==> src/rtl/mem_1r1w_ctrl_if.sv <==
// Bus bundle between mem_1r1w_ctrl, its two read clients, its write client and the 1R1W macro.
// The slave modport is the controller's view; master is the surrounding system.
interface mem_1r1w_ctrl_if #(
  parameter int WIDTH  = 64,
  parameter int ADDR_W = 6
);
  logic              clear_req;
  logic              clear_busy;

  logic              rd0_req_valid;
  logic              rd0_req_ready;
  logic [ADDR_W-1:0] rd0_req_addr;
  logic              rd0_resp_valid;
  logic [WIDTH-1:0]  rd0_resp_data;

  logic              rd1_req_valid;
  logic              rd1_req_ready;
  logic [ADDR_W-1:0] rd1_req_addr;
  logic              rd1_resp_valid;
  logic [WIDTH-1:0]  rd1_resp_data;

  logic              wr_valid;
  logic              wr_ready;
  logic [ADDR_W-1:0] wr_addr;
  logic [WIDTH-1:0]  wr_data;

  logic [ADDR_W-1:0] R0_addr;
  logic              R0_en;
  logic [WIDTH-1:0]  R0_data;
  logic [ADDR_W-1:0] W0_addr;
  logic              W0_en;
  logic [WIDTH-1:0]  W0_data;

  modport slave (
    input  clear_req,
    output clear_busy,
    input  rd0_req_valid, rd0_req_addr,
    output rd0_req_ready, rd0_resp_valid, rd0_resp_data,
    input  rd1_req_valid, rd1_req_addr,
    output rd1_req_ready, rd1_resp_valid, rd1_resp_data,
    input  wr_valid, wr_addr, wr_data,
    output wr_ready,
    output R0_addr, R0_en,
    input  R0_data,
    output W0_addr, W0_en, W0_data
  );

  modport master (
    output clear_req,
    input  clear_busy,
    output rd0_req_valid, rd0_req_addr,
    input  rd0_req_ready, rd0_resp_valid, rd0_resp_data,
    output rd1_req_valid, rd1_req_addr,
    input  rd1_req_ready, rd1_resp_valid, rd1_resp_data,
    output wr_valid, wr_addr, wr_data,
    input  wr_ready,
    input  R0_addr, R0_en,
    output R0_data,
    input  W0_addr, W0_en, W0_data
  );
endinterface

==> src/rtl/mem_1r1w_ctrl.sv <==
// Front-end for a 1R1W synchronous SRAM: round-robin shared read port, write pass-through,
// zero-fill clear after reset or on request, write-to-read bypass and out-of-range masking.
module mem_1r1w_ctrl #(
  parameter int DEPTH  = 48,
  parameter int WIDTH  = 64,
  parameter int ADDR_W = 6
) (
  input  logic             clock,
  input  logic             reset_n,
  mem_1r1w_ctrl_if.slave   bus
);

  typedef enum logic {S_CLEAR, S_RUN} state_t;

  localparam logic [ADDR_W:0]   DEPTH_L   = (ADDR_W+1)'(DEPTH);
  localparam logic [ADDR_W-1:0] LAST_ADDR = ADDR_W'(DEPTH - 1);

  function automatic logic in_range(input logic [ADDR_W-1:0] a);
    return {1'b0, a} < DEPTH_L;
  endfunction

  state_t            state;
  logic [ADDR_W-1:0] clr_cnt;
  logic              rr_ptr;
  logic              vld0_p1, vld1_p1, oob_p1, byp_p1;
  logic [WIDTH-1:0]  byp_data_p1;

  logic              run, clearing, contended;
  logic              gnt0, gnt1, gnt_any, rd_oob, wr_hit, byp_hit;
  logic [ADDR_W-1:0] gnt_addr;
  logic [WIDTH-1:0]  resp_sel;

  // p0: arbitration, write pass-through, clear sequencing
  assign run       = reset_n && (state == S_RUN);
  assign clearing  = reset_n && (state == S_CLEAR);
  assign contended = run && bus.rd0_req_valid && bus.rd1_req_valid;

  always_comb begin
    gnt0     = run && bus.rd0_req_valid && (!bus.rd1_req_valid || !rr_ptr);
    gnt1     = run && bus.rd1_req_valid && (!bus.rd0_req_valid ||  rr_ptr);
    gnt_any  = gnt0 || gnt1;
    gnt_addr = gnt1 ? bus.rd1_req_addr : bus.rd0_req_addr;
    rd_oob   = !in_range(gnt_addr);
    wr_hit   = run && bus.wr_valid && in_range(bus.wr_addr);
    // Same-cycle write to the granted address: the macro's read value would be stale.
    byp_hit  = gnt_any && !rd_oob && wr_hit && (bus.wr_addr == gnt_addr);
  end

  assign bus.rd0_req_ready = gnt0;
  assign bus.rd1_req_ready = gnt1;
  assign bus.wr_ready      = run;
  assign bus.clear_busy    = (state == S_CLEAR);

  assign bus.R0_en   = gnt_any && !rd_oob;
  assign bus.R0_addr = gnt_addr;
  assign bus.W0_en   = clearing || wr_hit;
  assign bus.W0_addr = clearing ? clr_cnt : bus.wr_addr;
  assign bus.W0_data = clearing ? '0 : bus.wr_data;

  always_ff @(posedge clock or negedge reset_n) begin
    if (!reset_n) begin
      state   <= S_CLEAR;
      clr_cnt <= '0;
      rr_ptr  <= 1'b0;
      vld0_p1 <= 1'b0;
      vld1_p1 <= 1'b0;
      oob_p1  <= 1'b0;
      byp_p1  <= 1'b0;
    end else begin
      vld0_p1 <= gnt0;
      vld1_p1 <= gnt1;
      oob_p1  <= gnt_any && rd_oob;
      byp_p1  <= byp_hit;
      if (contended) rr_ptr <= ~rr_ptr;
      case (state)
        S_CLEAR: begin
          if (clr_cnt == LAST_ADDR) begin
            state   <= S_RUN;
            clr_cnt <= '0;
          end else begin
            clr_cnt <= clr_cnt + 1'b1;
          end
        end
        S_RUN: begin
          if (bus.clear_req) begin
            state   <= S_CLEAR;
            clr_cnt <= '0;
          end
        end
        default: state <= S_CLEAR;
      endcase
    end
  end

  always_ff @(posedge clock) begin
    if (byp_hit) byp_data_p1 <= bus.wr_data;
  end

  // p1: response routing back to the granted requester
  always_comb begin
    if (byp_p1)      resp_sel = byp_data_p1;
    else if (oob_p1) resp_sel = '0;
    else             resp_sel = bus.R0_data;
  end

  assign bus.rd0_resp_valid = vld0_p1;
  assign bus.rd1_resp_valid = vld1_p1;
  assign bus.rd0_resp_data  = vld0_p1 ? resp_sel : '0;
  assign bus.rd1_resp_data  = vld1_p1 ? resp_sel : '0;

endmodule

==> src/flat_wrapper.sv <==
// flat-port wrapper written by rule: the top's interface ports become plain ports
module mem_1r1w_ctrl_flat 
#(
  parameter int DEPTH  = 48,
  parameter int WIDTH  = 64,
  parameter int ADDR_W = 6
)
  (clock, reset_n, bus_clear_req, bus_clear_busy, bus_rd0_req_valid, bus_rd0_req_addr, bus_rd0_req_ready, bus_rd0_resp_valid, bus_rd0_resp_data, bus_rd1_req_valid, bus_rd1_req_addr, bus_rd1_req_ready, bus_rd1_resp_valid, bus_rd1_resp_data, bus_wr_valid, bus_wr_addr, bus_wr_data, bus_wr_ready, bus_R0_addr, bus_R0_en, bus_R0_data, bus_W0_addr, bus_W0_en, bus_W0_data);
  mem_1r1w_ctrl_if #(.WIDTH(WIDTH), .ADDR_W(ADDR_W)) bus_i ();
  input  logic clock;
  input  logic reset_n;
  input wire logic [$bits(bus_i.clear_req)-1:0] bus_clear_req;
  output wire logic [$bits(bus_i.clear_busy)-1:0] bus_clear_busy;
  input wire logic [$bits(bus_i.rd0_req_valid)-1:0] bus_rd0_req_valid;
  input wire logic [$bits(bus_i.rd0_req_addr)-1:0] bus_rd0_req_addr;
  output wire logic [$bits(bus_i.rd0_req_ready)-1:0] bus_rd0_req_ready;
  output wire logic [$bits(bus_i.rd0_resp_valid)-1:0] bus_rd0_resp_valid;
  output wire logic [$bits(bus_i.rd0_resp_data)-1:0] bus_rd0_resp_data;
  input wire logic [$bits(bus_i.rd1_req_valid)-1:0] bus_rd1_req_valid;
  input wire logic [$bits(bus_i.rd1_req_addr)-1:0] bus_rd1_req_addr;
  output wire logic [$bits(bus_i.rd1_req_ready)-1:0] bus_rd1_req_ready;
  output wire logic [$bits(bus_i.rd1_resp_valid)-1:0] bus_rd1_resp_valid;
  output wire logic [$bits(bus_i.rd1_resp_data)-1:0] bus_rd1_resp_data;
  input wire logic [$bits(bus_i.wr_valid)-1:0] bus_wr_valid;
  input wire logic [$bits(bus_i.wr_addr)-1:0] bus_wr_addr;
  input wire logic [$bits(bus_i.wr_data)-1:0] bus_wr_data;
  output wire logic [$bits(bus_i.wr_ready)-1:0] bus_wr_ready;
  output wire logic [$bits(bus_i.R0_addr)-1:0] bus_R0_addr;
  output wire logic [$bits(bus_i.R0_en)-1:0] bus_R0_en;
  input wire logic [$bits(bus_i.R0_data)-1:0] bus_R0_data;
  output wire logic [$bits(bus_i.W0_addr)-1:0] bus_W0_addr;
  output wire logic [$bits(bus_i.W0_en)-1:0] bus_W0_en;
  output wire logic [$bits(bus_i.W0_data)-1:0] bus_W0_data;
  assign bus_i.clear_req = bus_clear_req;
  assign bus_clear_busy = bus_i.clear_busy;
  assign bus_i.rd0_req_valid = bus_rd0_req_valid;
  assign bus_i.rd0_req_addr = bus_rd0_req_addr;
  assign bus_rd0_req_ready = bus_i.rd0_req_ready;
  assign bus_rd0_resp_valid = bus_i.rd0_resp_valid;
  assign bus_rd0_resp_data = bus_i.rd0_resp_data;
  assign bus_i.rd1_req_valid = bus_rd1_req_valid;
  assign bus_i.rd1_req_addr = bus_rd1_req_addr;
  assign bus_rd1_req_ready = bus_i.rd1_req_ready;
  assign bus_rd1_resp_valid = bus_i.rd1_resp_valid;
  assign bus_rd1_resp_data = bus_i.rd1_resp_data;
  assign bus_i.wr_valid = bus_wr_valid;
  assign bus_i.wr_addr = bus_wr_addr;
  assign bus_i.wr_data = bus_wr_data;
  assign bus_wr_ready = bus_i.wr_ready;
  assign bus_R0_addr = bus_i.R0_addr;
  assign bus_R0_en = bus_i.R0_en;
  assign bus_i.R0_data = bus_R0_data;
  assign bus_W0_addr = bus_i.W0_addr;
  assign bus_W0_en = bus_i.W0_en;
  assign bus_W0_data = bus_i.W0_data;
  mem_1r1w_ctrl #(.DEPTH(DEPTH), .WIDTH(WIDTH), .ADDR_W(ADDR_W)) u_core (.clock(clock), .reset_n(reset_n), .bus(bus_i));
endmodule
==> config.mk <==
export PLATFORM = sky130hd
export DESIGN_NAME = mem_1r1w_ctrl_flat
export DESIGN_NICKNAME = d
export VERILOG_FILES = /design/src/rtl/mem_1r1w_ctrl_if.sv /design/src/rtl/mem_1r1w_ctrl.sv /design/src/flat_wrapper.sv
export SDC_FILE = /design/constraint.sdc
export NUM_CORES = 1
export LEC_CHECK = 0
export BUFFER_PORTS_ARGS = -buffer_cell sky130_fd_sc_hd__buf_2
export CAP_MARGIN = 10
export CORE_AREA = 2 2 140 142
export CTS_CLUSTER_SIZE = 10
export DETAILED_ROUTE_END_ITERATION = 8
export DIE_AREA = 0 0 142 144
export PLACE_DENSITY = 0.56
export SYNTH_ARGS = -nofsm -noshare
export SYNTH_HDL_FRONTEND = slang
export SYNTH_SLANG_ARGS = --single-unit
==> constraint.sdc <==
create_clock -name clock -period 4.55 [get_ports clock]
set_clock_uncertainty 0.2 [all_clocks]
set_input_delay 0.455 -clock clock [delete_from_list [all_inputs] [get_ports clock]]
set_output_delay 0.455 -clock clock [all_outputs]
set_load 0.005 [all_outputs]
; ---- After elaboration in Yosys (flattened, before gate mapping)
; Index checks and enable logic that the tools add are counted.
; Widths: inputs -> output; s select.
[totals]
register_bits = 76
inputBits = 152
output_inout_bits = 212
wordCells = 50
[classes]
n_addsub = 1
order_cmp = 2
n_eq_ne = 3
n_mux = 13
n_bitwise = 2
reduce_logical = 21
[op_table]
columns = cell, n
row1 = $mux 64, 5
row2 = $mux 6, 4
row3 = $logic_and 1x1->1, 13
row4 = $lt 6x6->1 const B, 2
row5 = $pmux 6 s2, 1
row6 = $add 6x1->6 const B, 1
row7 = $eq 6x6->1, 1
row8 = $eq 6x6->1 const B, 1
row9 = $logic_not 1->1, 4
row10 = $logic_or 1x1->1, 4
row11 = $mux 1, 2
row12 = $ne 2x2->1 const B, 1
row13 = $not 1->1, 2
row14 = $pmux 1 s2, 1

; ---- Longest topological paths before layout
[depth]
ltp_word = 8
mapped_depth = 8
ltp_nobuf = 6

; ---- Worst setup path after synthesis
; Ideal clock, no wire load.
[synth_timing]
path_kind = register -> register
start = reg u_core.state
end = reg u_core.byp_data_p1[0], enable pin
setup_time_ns = 0.430
arrival_time_ns = 3.223
t_required_ns = 3.920
slack_ns = 0.697
path_stages_with_launch = 9
path_buffers = 2
synth_period_minus_slack_ns = 3.853
path_cell_list = dfrtp_1 buf_6 and2_1 buf_6 nand3_4 inv_4 mux2_4 a222oi_1 and4bb_1
[synth_between]
elab_chain_cells = 8
word_cells_on_any_way = 14
classes_between = 1 x order compare / 1 x eq/ne / 1 x mux / 11 x reduce/logical
[synth_rtl]
columns = element, line
row1 = from (decl), mem_1r1w_ctrl.sv:22  ; state_t state;
row2 = from (signal assigned), mem_1r1w_ctrl.sv:62  ; state <= S_CLEAR;
row3 = from (signal assigned), mem_1r1w_ctrl.sv:78  ; state <= S_RUN;
row4 = from (signal assigned), mem_1r1w_ctrl.sv:86  ; state <= S_CLEAR;
row5 = $logic_and 1x1->1 *, mem_1r1w_ctrl.sv:34  ; assign run = reset_n && (state == S_RUN);
row6 = via bus_wr_ready, flat_wrapper.sv:27  ; output wire logic [$bits(bus_i.wr_ready)-1:0] bus_wr_ready;
row7 = $logic_and 1x1->1 * (2 in a row), mem_1r1w_ctrl.sv:40  ; gnt1 = run && bus.rd1_req_valid && (!bus.rd0_req_valid || rr_ptr);
row8 = via bus_rd1_req_ready, flat_wrapper.sv:21  ; output wire logic [$bits(bus_i.rd1_req_ready)-1:0] bus_rd1_req_ready;
row9 = $mux 6 *, mem_1r1w_ctrl.sv:42  ; gnt_addr = gnt1 ? bus.rd1_req_addr : bus.rd0_req_addr;
row10 = via bus_R0_addr[2], flat_wrapper.sv:28  ; output wire logic [$bits(bus_i.R0_addr)-1:0] bus_R0_addr;
row11 = $lt 6x6->1, mem_1r1w_ctrl.sv:19  ; return {1'b0, a} < DEPTH_L;
row12 = $logic_and 1x1->1 (2 in a row), mem_1r1w_ctrl.sv:46  ; byp_hit = gnt_any && !rd_oob && wr_hit && (bus.wr_addr == gnt_addr);
row13 = $logic_and 1x1->1 *, mem_1r1w_ctrl.sv:46
row14 = via u_core.byp_hit, mem_1r1w_ctrl.sv:29  ; logic gnt0, gnt1, gnt_any, rd_oob, wr_hit, byp_hit;
row15 = to (signal assigned), mem_1r1w_ctrl.sv:96  ; if (byp_hit) byp_data_p1 <= bus.wr_data;
row16 = to (decl), mem_1r1w_ctrl.sv:26  ; logic [WIDTH-1:0] byp_data_p1;
; Mark *: on every way through the listed nets, which the timed path passes. The rest lies on a longest branch.
; A chain may end at the register's enable or synchronous reset.

; ---- Worst setup path after layout
[layout_timing]
start = in reset_n
end = reg u_core.byp_data_p1[29], enable pin
[layout_between]
elab_chain_cells = 8
word_cells_on_any_way = 14
classes_between = 1 x order compare / 1 x eq/ne / 1 x mux / 11 x reduce/logical
[layout_rtl]
columns = element, line
row1 = from (decl), flat_wrapper.sv:11  ; input logic reset_n;
row2 = $logic_and 1x1->1 *, mem_1r1w_ctrl.sv:34
row3 = $logic_and 1x1->1 (2 in a row), mem_1r1w_ctrl.sv:40
row4 = $mux 6, mem_1r1w_ctrl.sv:42
row5 = $lt 6x6->1, mem_1r1w_ctrl.sv:19
row6 = $logic_and 1x1->1 (2 in a row), mem_1r1w_ctrl.sv:46
row7 = $logic_and 1x1->1 *, mem_1r1w_ctrl.sv:46
row8 = via u_core.byp_hit, mem_1r1w_ctrl.sv:29
; Marks and branches as above.

==> flow_metrics.env <==
export IMPL_run_status="complete, no violations"
export IMPL_synth_top_area_cell="edfxtp_1"
export IMPL_p_seq_share_pct=40.3
export IMPL_avgSynthCellArea_um2=10.10
export IMPL_grt_pass1_vias=4187
export IMPL_leakage_nw=3.570
export IMPL_synth_edf_count=64
export IMPL_dp_cells=1026
export IMPL_ctsHoldBuffers=1
export IMPL_seq_area_frac_synth_pct=48.14
export IMPL_insertion_delay_ns=0.33
export IMPL_wire_per_inst_um=16.11
export IMPL_cts_setup_buffers=0
export IMPL_num_nets_final=954
export IMPL_firstDrtPassIters=4
export IMPL_synth_area_mm2=0.004616
export IMPL_slew_headroom_pct=33.06
export IMPL_required_ns=4.38
export IMPL_power_density_mw_per_mm2=302.3
export IMPL_ys_seq_elements=76
export IMPL_crit_fanout=38
export IMPL_rows=51
export IMPL_fin_hold_ws_ns=0.1033
export IMPL_p_total_mw=2.109
export IMPL_htree_num_levels=3
export IMPL_dp_hpwl_um=12690
export IMPL_core_region_area_mm2=0.01908
export IMPL_grt_max_degree=72
export IMPL_postRouteAntennaNets=0
export IMPL_setup_ws_ns=0.8151
export IMPL_track_usage_pct=15.13
export IMPL_netSwitchingPower_mw=0.5974
export IMPL_power_frac_clock_pct=33.4
export IMPL_setup_tns_ns=0
export IMPL_cts_root_buf="clkbuf_16"
export IMPL_area_growth_pct=51.12
export IMPL_grt_setup_unrepaired="no"
export IMPL_finalSetupViolCount=0
export IMPL_drt_wl_total_um=16860
export IMPL_post_drt_via_cell_ratio=4.473
export IMPL_grt_pass1_wl_um=23550
export IMPL_arrival_ns=3.56
export IMPL_synth_top_area_share_pct=41.64
export IMPL_ios=364
export IMPL_tightest_slew_ns=1.004
export IMPL_syn_inst=457
export IMPL_max_freq_mhz=267.7
export IMPL_ys_warn_count=0
export IMPL_cts_made_buffers=9
export IMPL_slew_violations=0
export IMPL_synth_fp_nets=610
export IMPL_utilization_pct=36.56
export IMPL_dp_slack_ns=0.9310
export IMPL_place_congestion=0.8258
export IMPL_cts_tree="yes"
export IMPL_path_class="input pin to flip-flop"
export IMPL_port_buffers=363
export IMPL_max_cap_viol_count=0
export IMPL_dpl_cell_area_mm2=0.006640
export IMPL_cp_end_kind="flip-flop"
export IMPL_min_period_over_period_pct=82.08
export IMPL_fp_dieH_um=144
export IMPL_combPwrFrac_pct=26.3
export IMPL_cts_buffer_depth=2
export IMPL_die_area_mm2=0.02045
export IMPL_die_x_um=142
export IMPL_period_needed_ns=3.735
export IMPL_finalInstanceArea_mm2=0.006975
export IMPL_synthFlopType="edfxtp_1"
export IMPL_async_flop_share_pct=15.79
export IMPL_synthTopCellsByArea="edfxtp_1 (42%), nor2b_1 (18%), a22oi_1 (10%), and2_1 (8.9%), dfrtp_1 (6.5%)"
export IMPL_cts_sinks=76
export IMPL_remaining_drc_errors=0
export IMPL_instances_no_fill=1046
export IMPL_peakVddDrop_mv=0.2324
export IMPL_drive_gt1_share_pct=49.38
export IMPL_startpoint_type="input pin"
export IMPL_hold_viol=0
export IMPL_cts_resized=0
export IMPL_grt_overflow_total=0
export IMPL_hold_path_class="input pin to flip-flop"
export IMPL_p_int_mw=1.511
export IMPL_antenna_found_initial=2
export IMPL_swShare_pct=28.33
export IMPL_cts_reportedPaths_clkPinSlew_ns=0.06
export IMPL_vias=4679
export IMPL_ys_types=40
export IMPL_initial_core_util_pct=24.19
export IMPL_drt_iter0_drc=179
[cells in the mapped netlist (2+ instances only)]
library cell and count:
dfrtp_1 12, mux2i_1 2, o22ai_1 6, edfxtp_1 64, nor3_1 3, inv_1 7, nand2_1 18, a21oi_1 3
clkbuf_1 31, o21ai_0 3, o21ai_1 2, a222oi_1 3, nor2b_1 130, and2_1 66, nor2_1 7, nand3_1 4
buf_6 2, xnor2_1 2, mux2_2 6, a22oi_1 63, nand2b_1 2, buf_1 3
[cells by family (layout without fill, tap and decap cells)]
logic type                 after synthesis  in the layout  share of synthesized area, %
AOI/OAI and AO/OA                       87             87                         13.80
xor gates and xnor gates                 2              2                        0.3796
adders and majority gates                1              1                        0.2710
buffers and inverters                   45            394                         4.039
DFF                                     76             76                         48.14
muxes                                   10             10                         2.467
other                                    0              2                             0
and+or+nand+nor                        236            236                         30.90
[registers in the layout, indices dropped and copies added, names as in the netlist]
register / flops
u_core.oob_p1: 1
u_core.bus.rd0_resp_valid: 1
u_core.rr_ptr: 1
u_core.state: 1
u_core.byp_p1: 1
u_core.bus.rd1_resp_valid: 1
u_core.clr_cnt: 6
u_core.byp_data_p1: 64
[worst max-delay path: stages]
cell,delay (ns)
dlygate4sd3_1,0.52
buf_2,0.30
and2_1,0.33
nand3_4,0.17
inv_4,0.16
mux2_4,0.32
a222oi_1,0.37
and4bb_4,0.61
buf_12,0.29
[cell type report]
class	count	area, µm²
clock inverter	6	63.81
tap	238	297.8
fill	1980	12100
antenna	2	5.005
sequential	76	2226
multi-input combinational	336	2221
inverter	9	36.28
timing repair buffer	369	1897
clock buffer	10	229.0
[power groups by stage]
stage               combinational, mW  sequential, mW  clock [mW]
global route                    0.619           0.858       0.758
global placement                0.546           0.864           0
CTS                             0.551           0.850       0.731
floorplan                       0.314           0.828           0
detailed placement              0.549           0.863           0
finish                          0.555           0.850       0.703
[worst paths after layout]
kind	startpoint	endpoint	slack (ns)	cells past startpoint
setup / recovery	reset_n	u_core.byp_data_p1[29]	0.82	9
min in group asynchronous	reset_n	u_core.clr_cnt[0]	0.34	2
hold reg to reg	u_core.rr_ptr	u_core.rr_ptr	0.30	1
max in group asynchronous	reset_n	u_core.bus.rd1_resp_valid	3.55	2
setup reg to reg	u_core.state	u_core.byp_data_p1[29]	1.28	7
hold / removal	bus_wr_data[52]	u_core.byp_data_p1[52]	0.10	1
[per-layer routing]
layer	vias up	wire [µm]	part of all wire, %	track usage [%]
met3	18	1307	7.8	3.775
met2	243	8665	51	27.23
met1	2122	6584	39	17.70
met5	-	0	0	0
met4	0	297	1.8	4.789
li1	2296	-	-	-
[cell usage in the layout, fill, tap and decap left out, drive strengths merged]
cell type	synthesis	routed
o211ai	1	1
o2bb2ai	1	1
bufinv	0	1
nor2b	130	130
buf	5	368
nand3	5	5
and3	1	1
nor3b	1	1
xnor2	2	2
a31oi	1	1
nor2	7	7
a22o	1	1
mux2	8	8
mux2i	2	2
edfxtp	64	64
inv	9	10
dlygate4sd3	0	1
and3b	1	1
a222oi	3	3
nand4	1	1
clkinvlp	0	1
o22ai	6	6
a21oi	3	3
o31ai	1	1
clkinv	0	3
and2	66	66
o211a	1	1
clkbuf	31	10
nor3	3	3
a21boi	1	1
ha	1	1
nand2b	2	2
o21ai	5	5
diode	0	2
a22oi	63	63
dfrtp	12	12
nand2	18	18
and4bb	1	1
Note: power is estimated with default switching activity, not from simulation.
